==> src/rtl/bus_router.sv <==
// Memory-bus router between the picorv32 native interface and up to 16 slaves.
// Decodes a region index, steers strobes, generates or forwards ready, and logs errors.
module bus_router #(
  parameter int                    NUM_SLAVES = 8,
  parameter int                    SEL_LSB    = 16,
  parameter int                    SEL_BITS   = 4,
  parameter logic [NUM_SLAVES-1:0] SYNC_MASK  = '1,
  parameter int                    TIMEOUT    = 255,
  parameter logic [31:0]           ERR_DATA   = 32'hDEADBEEF
) (
  input  logic                    clk,
  input  logic                    rst,
  input  logic                    m_valid,
  output logic                    m_ready,
  input  logic [31:0]             m_addr,
  input  logic [31:0]             m_wdata,
  input  logic [3:0]              m_wstrb,
  output logic [31:0]             m_rdata,
  output logic [NUM_SLAVES-1:0]   s_sel,
  output logic [4*NUM_SLAVES-1:0] s_wstrb,
  input  logic [32*NUM_SLAVES-1:0] s_rdata,
  input  logic [NUM_SLAVES-1:0]   s_ready,
  input  logic                    err_clr,
  output logic                    err_irq,
  output logic [31:0]             err_addr,
  output logic [7:0]              err_count
);

  typedef enum logic [1:0] {IDLE, ACCESS, DONE} state_t;

  localparam logic [7:0] TIMEOUT_CNT = 8'(TIMEOUT);

  state_t              state, state_next;
  logic [7:0]          cnt, cnt_next;
  logic [SEL_BITS-1:0] idx;
  logic                mapped, req;
  logic                is_sync, sel_ready;
  logic [31:0]         sel_rdata;
  logic                normal_hit, resp_ok, resp_err;

  // Slaves take write data straight from the CPU bus; the router never looks at it.
  logic unused_wdata;
  assign unused_wdata = ^m_wdata;

  assign idx    = m_addr[SEL_LSB +: SEL_BITS];
  assign mapped = int'(idx) < NUM_SLAVES;
  // A request is live only outside DONE, so the guaranteed idle cycle masks m_valid.
  assign req    = !rst && m_valid && (state != DONE);

  // NOTE: every variable written in a combinational block gets a default first,
  // otherwise paths that skip an assignment infer a latch.
  always_comb begin
    sel_rdata = '0;
    sel_ready = 1'b0;
    is_sync   = 1'b0;
    s_sel     = '0;
    s_wstrb   = '0;
    for (int i = 0; i < NUM_SLAVES; i++) begin
      if (int'(idx) == i) begin
        sel_rdata = s_rdata[32*i +: 32];
        sel_ready = s_ready[i];
        is_sync   = SYNC_MASK[i];
        s_sel[i]  = req;
        if (req) s_wstrb[4*i +: 4] = m_wstrb;
      end
    end
  end

  assign normal_hit = mapped && (is_sync ? (cnt == 8'd1) : sel_ready);
  assign resp_ok    = req && normal_hit;
  assign resp_err   = req && ((mapped && !normal_hit && cnt == TIMEOUT_CNT) ||
                              (!mapped && cnt == 8'd1));
  assign m_ready    = resp_ok || resp_err;
  assign m_rdata    = resp_err ? ERR_DATA : (resp_ok ? sel_rdata : 32'h0);

  always_comb begin
    state_next = state;
    cnt_next   = '0;
    case (state)
      IDLE: begin
        if (req) begin
          if (m_ready) begin
            state_next = DONE;
          end else begin
            state_next = ACCESS;
            cnt_next   = cnt + 8'd1;
          end
        end
      end
      ACCESS: begin
        // Master withdrew the request: abandon without a response.
        if (!req)         state_next = IDLE;
        else if (m_ready) state_next = DONE;
        else              cnt_next   = cnt + 8'd1;
      end
      DONE:    state_next = IDLE;
      default: state_next = IDLE;
    endcase
  end

  // NOTE: sequential state uses non-blocking assignments so every register
  // samples its inputs as they were before the clock edge.
  always_ff @(posedge clk) begin
    if (rst) begin
      state     <= IDLE;
      cnt       <= '0;
      err_irq   <= 1'b0;
      err_addr  <= '0;
      err_count <= '0;
    end else begin
      state   <= state_next;
      cnt     <= cnt_next;
      err_irq <= resp_err;
      if (resp_err) err_addr <= m_addr;
      // Clear has priority over a coincident error.
      if (err_clr)
        err_count <= '0;
      else if (resp_err && err_count != 8'hFF)
        err_count <= err_count + 8'd1;
    end
  end

endmodule

==> config.mk <==
export PLATFORM = sky130hd
export DESIGN_NAME = bus_router
export DESIGN_NICKNAME = d
export VERILOG_FILES = /design/src/rtl/bus_router.sv
export SDC_FILE = /design/constraint.sdc
export NUM_CORES = 1
export LEC_CHECK = 0
export BUFFER_PORTS_ARGS = -buffer_cell sky130_fd_sc_hd__buf_2
export CAP_MARGIN = 40
export CORE_AREA = 2 2 175 177
export CTS_CLUSTER_SIZE = 25
export DETAILED_ROUTE_END_ITERATION = 10
export DIE_AREA = 0 0 177 179
export PLACE_DENSITY = 0.48
export SLEW_MARGIN = 20
export SYNTH_ARGS = -nofsm -noshare
export SYNTH_HDL_FRONTEND = slang
export SYNTH_SLANG_ARGS = --single-unit
==> constraint.sdc <==
create_clock -name clk -period 4.3 [get_ports clk]
set_clock_uncertainty 0.15 [all_clocks]
set_input_delay 0.86 -clock clk [delete_from_list [all_inputs] [get_ports clk]]
set_output_delay 0.86 -clock clk [all_outputs]
set_load 0.01 [all_outputs]
==> impl_metrics.tcl <==
set metrics [dict create \
    first_global_vias 6287 \
    rows 64 \
    ys_ff_latch 51 \
    seqCellArea_um2 1020 \
    cts_root_buf "clkbuf_16" \
    ys_types 56 \
    ios 450 \
    wl_mm 26.1 \
    fin_ws_ps 444 \
    cp_num_buf_inv 3 \
    crit_top_cell "buf_2" \
    multiInputGateArea_um2 3250 \
    clock-sinks 51 \
    tritoncts "built" \
    drive_gt1_share_pct 43.2 \
    grt_max_degree 68 \
    seq_area_frac_synth_pct 22.3 \
    pwr-share-seq_pct 36.8 \
    drt-pass1-iter-count 4 \
    p_switching_uw 409 \
    ir_worst_vdd_mv 0.124 \
    hold_ws_ps 301 \
    cp_cell_sequence "buf_2, nor2b_1, nand3_1, nor4_4, buf_12, a21oi_1, o31ai_1, buf_2" \
    setup_viol 0 \
    dp_hpwl_mm 21.3 \
    clock_path_buffers 2 \
    syn_area_per_cell_um2 6.59 \
    grt_pass1_wl_mm 36.7 \
    critPathLaunchType "primary input" \
    synth_async_sr_flop_share_pct 0 \
    tightest_slew_ps 588 \
    yosys_warnings 0 \
    relSlewSlack_pct 60.8 \
    setup_tns_ps 0 \
    total_power_uw 1300 \
    start_util_pct 15.3 \
    dp_worst_setup_slack_ps 406 \
    slowest_stage "nor4_4" \
    numCtsBuffers 5 \
    p_clk_share_pct 32.2 \
    p_per_area_nw_per_um2 180 \
    gp_congestion 0.891 \
    combPwrFrac_pct 31.0 \
    path_clk_slew_ps 70 \
    num-fill-cells 3445 \
    crit_path_max_fanout 11 \
    cp-end-kind "output port" \
    syn-cell-area_um2 4580 \
    area_growth_pct 58.6 \
    status "completed" \
    synthesis.nets 1034 \
    finalNonFillerCells 1475 \
    dieWidth_um 177 \
    post_cts_buffers 0 \
    die_y_um 179 \
    dpl.cell_count 1465 \
    cts_resized 0 \
    core_area_um2 30000 \
    synth_flop_cell "dfxtp_1" \
    vias 6649 \
    h-tree-depth 2 \
    p_int_uw 896 \
    drt.antenna.violating_nets 0 \
    cellLeakagePower_uw 0.00347 \
    synth_cells 695 \
    rsz0062_at_grt "false" \
    nets 1415 \
    hold_class "flop to flop" \
    overflow 0 \
    antenna_found_initial 3 \
    synth_edf_count 0 \
    worstPathArrival_ps 2850 \
    clk_latency_ps 290 \
    max_freq_mhz 259 \
    p_sw_share_pct 31.3 \
    slew_viol_final 0 \
    critical_path_required_ps 3290 \
    hold_violations 0 \
    finalCriticalPeriod_ps 3860 \
    cap_violations 0 \
    slowest_delay_ps 580 \
    grtUsageTotal_pct 15.3 \
    drt_iter0_drc 338 \
    dieArea_um2 31700 \
    portBuffers 409 \
    path_delay_family "simple AND/OR/NAND/NOR gates" \
    drc 0 \
    wl_per_cell_um 17.7 \
    viasPerCell 4.51 \
    postCtsHoldBufs 0 \
    fin_crit_sh_pct 89.7 \
    worstSetupPathType "primary input to output port" \
]
==> per-layer routing <==
layer / vias to the layer above / GRT usage, % / wire (µm)
met5: - / 0 / 13
met4: 2 / 4.96 / 798
met3: 37 / 3.07 / 1980
met2: 330 / 27.9 / 12900
met1: 3014 / 17.8 / 10500
li1: 3266 / - / -
==> worst paths after layout <==
kind	from	to	slack, ps	cells past startpoint
max	m_addr[18]	m_rdata[19]	440	8
min	err_addr[14]$_SDFFE_PP0P_	err_addr[14]$_SDFFE_PP0P_	300	2
max reg2reg	cnt[0]$_SDFF_PP0_	err_count[2]$_SDFFE_PP0P_	1480	8
min reg2reg	err_addr[14]$_SDFFE_PP0P_	err_addr[14]$_SDFFE_PP0P_	300	2
==> power groups by stage <==
stage / clock network [µW] / registers [µW] / logic [µW]
after floorplan: 0 / 492 / 175
after global placement: 0 / 491 / 405
after detailed placement: 0 / 491 / 407
after CTS: 431 / 480 / 409
after global routing: 454 / 480 / 444
final: 420 / 480 / 405
==> logic make-up (layout without fill, tap and decap cells) <==
kind of cell / count (synthesis) / after routing / share of synthesized area [%]
adders and majority gates: 3 / 3 / 0.820
other: 0 / 2 / 0
buffers and inverters: 78 / 460 / 7.02
AOI/OAI and AO/OA: 243 / 243 / 32.2
DFF: 51 / 51 / 22.3
and+or+nand+nor: 293 / 293 / 31.3
xor gates and xnor gates: 6 / 6 / 1.15
muxes: 21 / 21 / 5.19
==> cells in the mapped netlist (3+ instances only) <==
library cell / count / share of area, %
a211oi_1: 4 / 0.66
a21oi_1: 82 / 9.0
a22o_1: 14 / 2.7
a22oi_1: 14 / 2.3
a31oi_1: 23 / 3.1
a32oi_1: 3 / 0.57
and2_1: 20 / 2.7
and3_1: 18 / 2.5
buf_1: 5 / 0.41
buf_2: 16 / 1.7
clkbuf_1: 40 / 3.3
dfxtp_1: 51 / 22
ha_1: 3 / 0.82
inv_1: 13 / 1.1
mux2i_1: 17 / 3.7
nand2_1: 105 / 8.6
nand2b_1: 9 / 1.2
nand3_1: 26 / 2.8
nand3b_1: 5 / 0.82
nand4_1: 3 / 0.41
nor2_1: 55 / 4.5
nor2b_1: 11 / 1.5
nor3_1: 20 / 2.2
o211ai_1: 12 / 2.0
o21ai_0: 60 / 6.6
o221ai_1: 4 / 0.76
o22ai_1: 3 / 0.41
o31ai_1: 16 / 2.6
or2_2: 3 / 0.41
or3_1: 4 / 0.55
xor2_1: 4 / 0.76
==> area by class of cell <==
class                      count  area share [%]
clock inverter                 2           0.224
multi-input combinational    566            44.7
sequential                    51            14.1
antenna                        2          0.0689
inverter                      15           0.775
clock buffer                   6            1.91
tap                          396            6.82
timing repair buffer         437            31.4
==> registers in the layout, summed over array words and instances, names as in the netlist <==
name,flops
err_addr,32
err_count,8
cnt,8
state,2
err_irq,1
==> through the flow <==
step	area (µm²)	utilization (%)
finish	7260	24.2
global route	7260	24.2
CTS	7260	24.2
detailed placement	7100	23.7
global placement	7100	23.7
floorplan	4580	-
==> placed cells by master (no fill, tap or decap), types with 4 or more instances in the layout <==
cell,instances
a211oi_1,4
a21oi_1,82
a22o_1,14
a22oi_1,14
a31oi_1,23
and2_1,20
and3_1,18
buf_2,409
buf_4,26
clkbuf_16,5
dfxtp_1,51
inv_1,13
mux2i_1,17
nand2_1,105
nand2b_1,9
nand3_1,26
nand3b_1,5
nor2_1,55
nor2b_1,9
nor3_1,20
o211ai_1,12
o21ai_0,60
o221ai_1,4
o31ai_1,16
or3_1,4
xor2_1,4
==> tightest hold or removal path: cells and delay by family, from the launching register on <==
family / cells / cell delay [ps]
flops: 1 / 310
simple gates: 1 / 50
compound gates: 1 / 50
No activity file was read; power rests on OpenSTA's default activity.
